--- src/rtl/mm_busy_watchdog.sv ---
// Memory-mapped bus watchdog: pass-through that aborts transactions stalled TIMEOUT cycles.
// Optional saturating abort counter enabled by MM_BUSY_WATCHDOG_ERRCNT_EN.
module mm_busy_watchdog #(
  parameter int                AWIDTH    = 8,
  parameter int                DWIDTH    = 8,
  parameter int                TIMEOUT   = 256,
  parameter logic [DWIDTH-1:0] RDDEFAULT = '0
) (
  input  logic              clk,
  input  logic              reset_n,
  input  logic [AWIDTH-1:0] s_addr,
  input  logic              s_wreq,
  input  logic [DWIDTH-1:0] s_wdat,
  input  logic              s_rreq,
  output logic [DWIDTH-1:0] s_rdat,
  output logic              s_busy,
  output logic [AWIDTH-1:0] m_addr,
  output logic              m_wreq,
  output logic [DWIDTH-1:0] m_wdat,
  output logic              m_rreq,
  input  logic [DWIDTH-1:0] m_rdat,
  input  logic              m_busy,
  output logic              err_pulse,
  output logic [AWIDTH-1:0] err_addr,
  output logic [15:0]       err_cnt
);

  localparam int CW = $clog2(TIMEOUT);
  localparam logic [CW-1:0] CNT_LAST = CW'(TIMEOUT - 1);

  typedef enum logic {
    RUN   = 1'b0,
    ABORT = 1'b1
  } state_t;

  state_t        state_q, state_d;
  logic [CW-1:0] cnt_q, cnt_d;
  logic          req;
  logic          expire;

  assign req = s_wreq | s_rreq;

  always_ff @(posedge clk or negedge reset_n) begin
    if (!reset_n) begin
      state_q <= RUN;
      cnt_q   <= '0;
    end else begin
      state_q <= state_d;
      cnt_q   <= cnt_d;
    end
  end

  always_comb begin
    state_d   = state_q;
    cnt_d     = '0;
    expire    = 1'b0;
    m_addr    = s_addr;
    m_wdat    = s_wdat;
    m_wreq    = s_wreq;
    m_rreq    = s_rreq;
    s_busy    = m_busy;
    s_rdat    = m_rdat;
    err_pulse = 1'b0;
    unique case (state_q)
      RUN: begin
        if (req && m_busy) begin
          if (cnt_q == CNT_LAST) begin
            expire  = 1'b1;
            state_d = ABORT;
          end else begin
            cnt_d = cnt_q + 1'b1;
          end
        end
      end
      ABORT: begin
        // Complete toward the master while releasing the slave
        state_d   = RUN;
        m_wreq    = 1'b0;
        m_rreq    = 1'b0;
        s_busy    = 1'b0;
        s_rdat    = RDDEFAULT;
        err_pulse = 1'b1;
      end
    endcase
  end

  always_ff @(posedge clk or negedge reset_n) begin
    if (!reset_n) begin
      err_addr <= '0;
    end else if (expire) begin
      err_addr <= s_addr;
    end
  end

`ifdef MM_BUSY_WATCHDOG_ERRCNT_EN
  logic [15:0] err_cnt_q;

  always_ff @(posedge clk or negedge reset_n) begin
    if (!reset_n) begin
      err_cnt_q <= '0;
    end else if (expire && (err_cnt_q != 16'hFFFF)) begin
      err_cnt_q <= err_cnt_q + 16'd1;
    end
  end

  assign err_cnt = err_cnt_q;
`else
  assign err_cnt = '0;
`endif

endmodule
--- config.mk ---
export PLATFORM = sky130hd
export DESIGN_NAME = mm_busy_watchdog
export DESIGN_NICKNAME = d
export VERILOG_FILES = /design/src/rtl/mm_busy_watchdog.sv
export SDC_FILE = /design/constraint.sdc
export NUM_CORES = 1
export LEC_CHECK = 0
export BUFFER_PORTS_ARGS = -buffer_cell sky130_fd_sc_hd__buf_2
export CAP_MARGIN = 0
export CORE_MARGIN = 1
export CORE_UTILIZATION = 35
export DETAILED_ROUTE_END_ITERATION = 8
export GPL_ROUTABILITY_DRIVEN = 0
export PLACE_DENSITY_LB_ADDON = 0.3
export SLEW_MARGIN = 15
export SYNTH_ARGS = -nofsm -noshare
export SYNTH_HDL_FRONTEND = slang
export SYNTH_SLANG_ARGS = --single-unit
export TNS_END_PERCENT = 5
--- constraint.sdc ---
create_clock -name clk -period 4.2 [get_ports clk]
set_input_delay 0.63 -clock clk [delete_from_list [all_inputs] [get_ports clk]]
set_output_delay 0.63 -clock clk [all_outputs]
set_load 0.1 [all_outputs]
# --- After elaboration in Yosys (flattened, before gate mapping) ---
# Cells that the tools add are included.
word_totals:
  output_inout_bits: 52
  regBits: 17
op_classes:
  reduce_logical: 1
  mux: 12
  bitwise: 2
  n_addsub: 1
  n_eq_ne: 1
op_table:
  columns: ["op", "count"]
  rows:
  - ["2-to-1 mux 8 bit", 4]
  - ["adder 8 x 1 -> 8 bit (second input constant)", 1]
  - ["== test 8 bit (second input constant)", 1]
  - ["2-to-1 mux 1 bit", 7]
  - ["case mux 1 bit (2 select lines)", 1]
  - ["logical AND 1 bit", 1]
  - ["inverter 1 bit", 1]
  - ["OR 1 bit", 1]

# --- Depth between registers and ports, before layout ---
depth:
  word_depth: 4
  depth_mapped: 4

# --- Worst setup path before layout ---
# OpenSTA, ideal clock, no wires.
synth_timing:
  path_type: "reg-to-reg"
  from: "register state_q"
  to: "register err_addr[0]"
  path_stages_with_launch: 4
  setup_ps: 125
  setup_slack_ps: 756
  arrival_time_ps: 3319
  n_path_buf: 0
  path_cell_list: "dfrtp_1 -> nor2b_1 -> nor4b_4 -> mux2_2"
synth_between:
  elab_chain_len: 1
synth_rtl:
  columns: ["item", "line", "rtl"]
  rows:
  - ["start: declaration", "36", "state_t state_q, state_d;"]
  - ["start signal: assignment", "48", "state_q <= state_d;"]
  - ["2-to-1 mux 1 bit", "64", "unique case (state_q)"]
  - ["via expire", "39", "logic expire;"]
  - ["end signal: assignment", "91", "err_addr <= s_addr;"]
  - ["end: declaration", "24", "output logic [AWIDTH-1:0] err_addr,"]
# The timed path passes the listed nets, and every way through them passes these cells.
# A chain may end at the register's enable or synchronous reset.

# --- Worst setup path in the final report ---
layout_timing:
  from: "register state_q"
  to: "output s_busy"
layout_between:
  elab_chain_len: 1
layout_rtl:
  columns: ["item", "line", "rtl"]
  rows:
  - ["2-to-1 mux 1 bit", "64", null]
  - ["end: declaration", "16", "output logic s_busy,"]
# No other way between the ends.

==> reports/metrics.cfg <==
[yosys]
ys_warn_count = 0
netlist_area_mm2 = 0.00105
yosysTopAreaCell = dfrtp_1
synthSimpleGateAreaFrac_pct = 17.5
synthAdderAreaFrac_pct = 1.19
synth_seq_cells = 17
synth_compound_area_share_pct = 6.20
yosys-top-cells-area = dfrtp_1, buf_4, mux2_2
synthXorXnorAreaFrac_pct = 1.67
syn-instance-count = 104
yosysTopAreaCellShare_pct = 40.5
syn_area_per_cell_um2 = 10.1
synth-seq-area-share_pct = 40.5
synth_mux_area_share_pct = 8.58
synth_cell_types = 26
synth_top_family_by_area = buffers and inverters

[grt]
grt_pass1_vias = 660
gr-total-overflow = 0
antenna_found_initial = 0
track_usage_pct = 10.8
grt_max_degree = 18
grt_use_met3_pct = 1.84
gr-usage-met1_pct = 13.4
busiest_layer = met2
met2_usage_pct = 17.9
grt_first_pass_wirelength_mm = 2.77

[power]
power_frac_clock_pct = 18.1
power.leakage_nw = 0.610
p_int_w = 0.000229
vdd_ir_drop_max_uv = 189
switchingPower_w = 0.000230
seqPwrFrac_pct = 37.7
pwr-share-comb_pct = 44.1
p_per_area_mw_per_mm2 = 394
swShare_pct = 50.1

[cells_and_area]
drive_gt1_share_pct = 44.2
area_growth_pct = 11.2
antenna_cells = 0
nets = 169
instances_no_fill = 169

[placement]
hpwlAfterDp_mm = 1.38
dp_worst_setup_slack_ps = 2120
dp.cells = 165
port_buffers = 48

[clocking]
numCtsBuffers = 3
clockBufferDepth = 2
cts_resized = 0
root_buffer = clkbuf_4
clk_latency_ps = 280
cts_tree = done
numClockSinks = 17
cts_hold_buf = 0
cts.clk_slew.worst_paths_ps = 100
cts_setup_buffers = 0
htreeDepth = 1

[critical_path]
crit_start = state_q
cp_data_arrival_time_ps = 1550
required_ps = 3570
cp_cell_sequence = nor2b_1 > buf_2
r2r_cells = 4
r2r_start = cnt_q[0]
cp-end-kind = primary output
cp_max_fo = 12
slowest_delay_ps = 500
start_kind = register
cp_slowest_cell = dfrtp_1
crit_type = reg2out

[route]
drc_errors = 11
wirelength_mm = 1.75
via_count = 755
first_pass_iters = 6
dr.first_iter.drc_count = 18
via_per_inst = 4.47
wire_per_inst_um = 10.4
ant_nets = 0

[die]
dieArea_mm2 = 0.00322
die_x_um = 56.8
placementRows = 19
core_mm2 = 0.00281
die_y_um = 56.8
initial_core_util_pct = 37.4
pin_count = 81

[job]
maxCapViolations = 0

[worst_hold_path]
holdCritPathClass = in2async

[status]
violations = design-rule violations
status = finished with violations

[sta]
fin_crit_sh_pct = 51.8
slew_headroom_pct = 53.5
slew_violations = 0
worstMarginPinSlew_ps = 691
fmaxAchievable_mhz = 460
layout_min_cycle_time_ps = 2180
final.setup.tns_ps = 0
fin_skew_ps = 10.2
hold_viol_final = 0
fin_ws_ps = 2020
rsz0062_at_grt = false
setup_viol = 0

-- cell type report --
type,instances,area [um2]
fillers,280,1640
multi-input cells,67,429
flip-flops and latches,17,425
repair buffers,48,240
well taps,31,38.8
clock buffers,4,26.3
inverters,2,7.51
-- worst max-delay path, delay by kind of cell (launching register included) --
kind          cells  cell delay [ps]
simple gates      1              280
flops             1              500
buf+inv           1              480
-- sequential cells by signal (all words and copies together) (netlist names) --
register,count
cnt_q,8
err_addr,8
state_q,1
-- through the flow --
| stage | total power, W | hold slack, ps | utilization [%] | cell area (um2) |
|---|---|---|---|---|
| 4_1_cts | 0.000466 | 252 | 41.6 | 1170 |
| 5_1_grt | 0.000479 | 262 | 41.6 | 1170 |
| 3_3_place_gp | 0.000379 | 488 | 40.7 | 1140 |
| 2_1_floorplan | 0.000405 | 334 | - | 1110 |
| 6_report | 0.000459 | 248 | 41.6 | 1170 |
| 3_5_place_dp | 0.000380 | 496 | 40.7 | 1140 |
-- placed cells by master (no fill, tap or decap), types with 2 or more instances in the layout --
cell type  Yosys  routed
buf_2          0      48
dfrtp_1       17      17
conb_1         1      16
nor2b_1       11      11
mux2_2         8       8
nor2_1         5       5
a21oi_1        4       4
nand2_1        3       3
o21ai_0        3       3
clkbuf_4       0       3
or3_1          2       2
nand3_1        2       2
inv_1          2       2
-- cell families after synthesis --
logic type               after synthesis
other                                  1
flip-flops                            17
AO/OA/AOI/OAI                         11
AND/OR/NAND/NOR                       29
adder cells (fa/ha/maj)                1
XOR/XNOR                               2
buffers and inverters                 35
multiplexers                           8
-- Yosys cell counts --
cell      count
o221ai_1      1
nor2b_1      11
or3_1         2
nand3_1       2
o211ai_1      1
ha_1          1
a21oi_1       4
xor2_1        1
nor4b_4       1
xnor2_1       1
nand2_1       3
a31oi_1       1
nand3_2       1
or4_1         1
nand2b_1      1
buf_4        32
mux2_2        8
nand4_1       1
nand4b_1      1
nor2_1        5
conb_1        1
inv_1         2
clkbuf_1      1
o31ai_1       1
o21ai_0       3
dfrtp_1      17
-- per-layer routing --
| metal | vias up | share of wire (%) |
|---|---|---|
| li1 | 368 | - |
| met1 | 348 | 43 |
| met2 | 37 | 49 |
| met3 | 2 | 6.8 |
| met4 | 0 | 0.46 |
| met5 | - | 0 |
-- power groups by stage --
stage / sequential [W] / clock [W] / combinational [W]
floorplan: 0.000205 / 0 / 0.000199
global placement: 0.000176 / 0 / 0.000203
detailed placement: 0.000177 / 0 / 0.000203
CTS: 0.000173 / 0.0000890 / 0.000203
global route: 0.000174 / 0.0000960 / 0.000209
finish: 0.000173 / 0.0000833 / 0.000203
-- final timing paths --
check                              end  slack [ps]
hold / removal                cnt_q[0]         250
max in group asynchronous     cnt_q[2]        3670
min in group clk           err_addr[4]         510
setup / recovery                s_busy        2020
setup reg to reg           err_addr[5]        2170
hold reg to reg            err_addr[4]         510
Power figures use the tool's default switching activity.
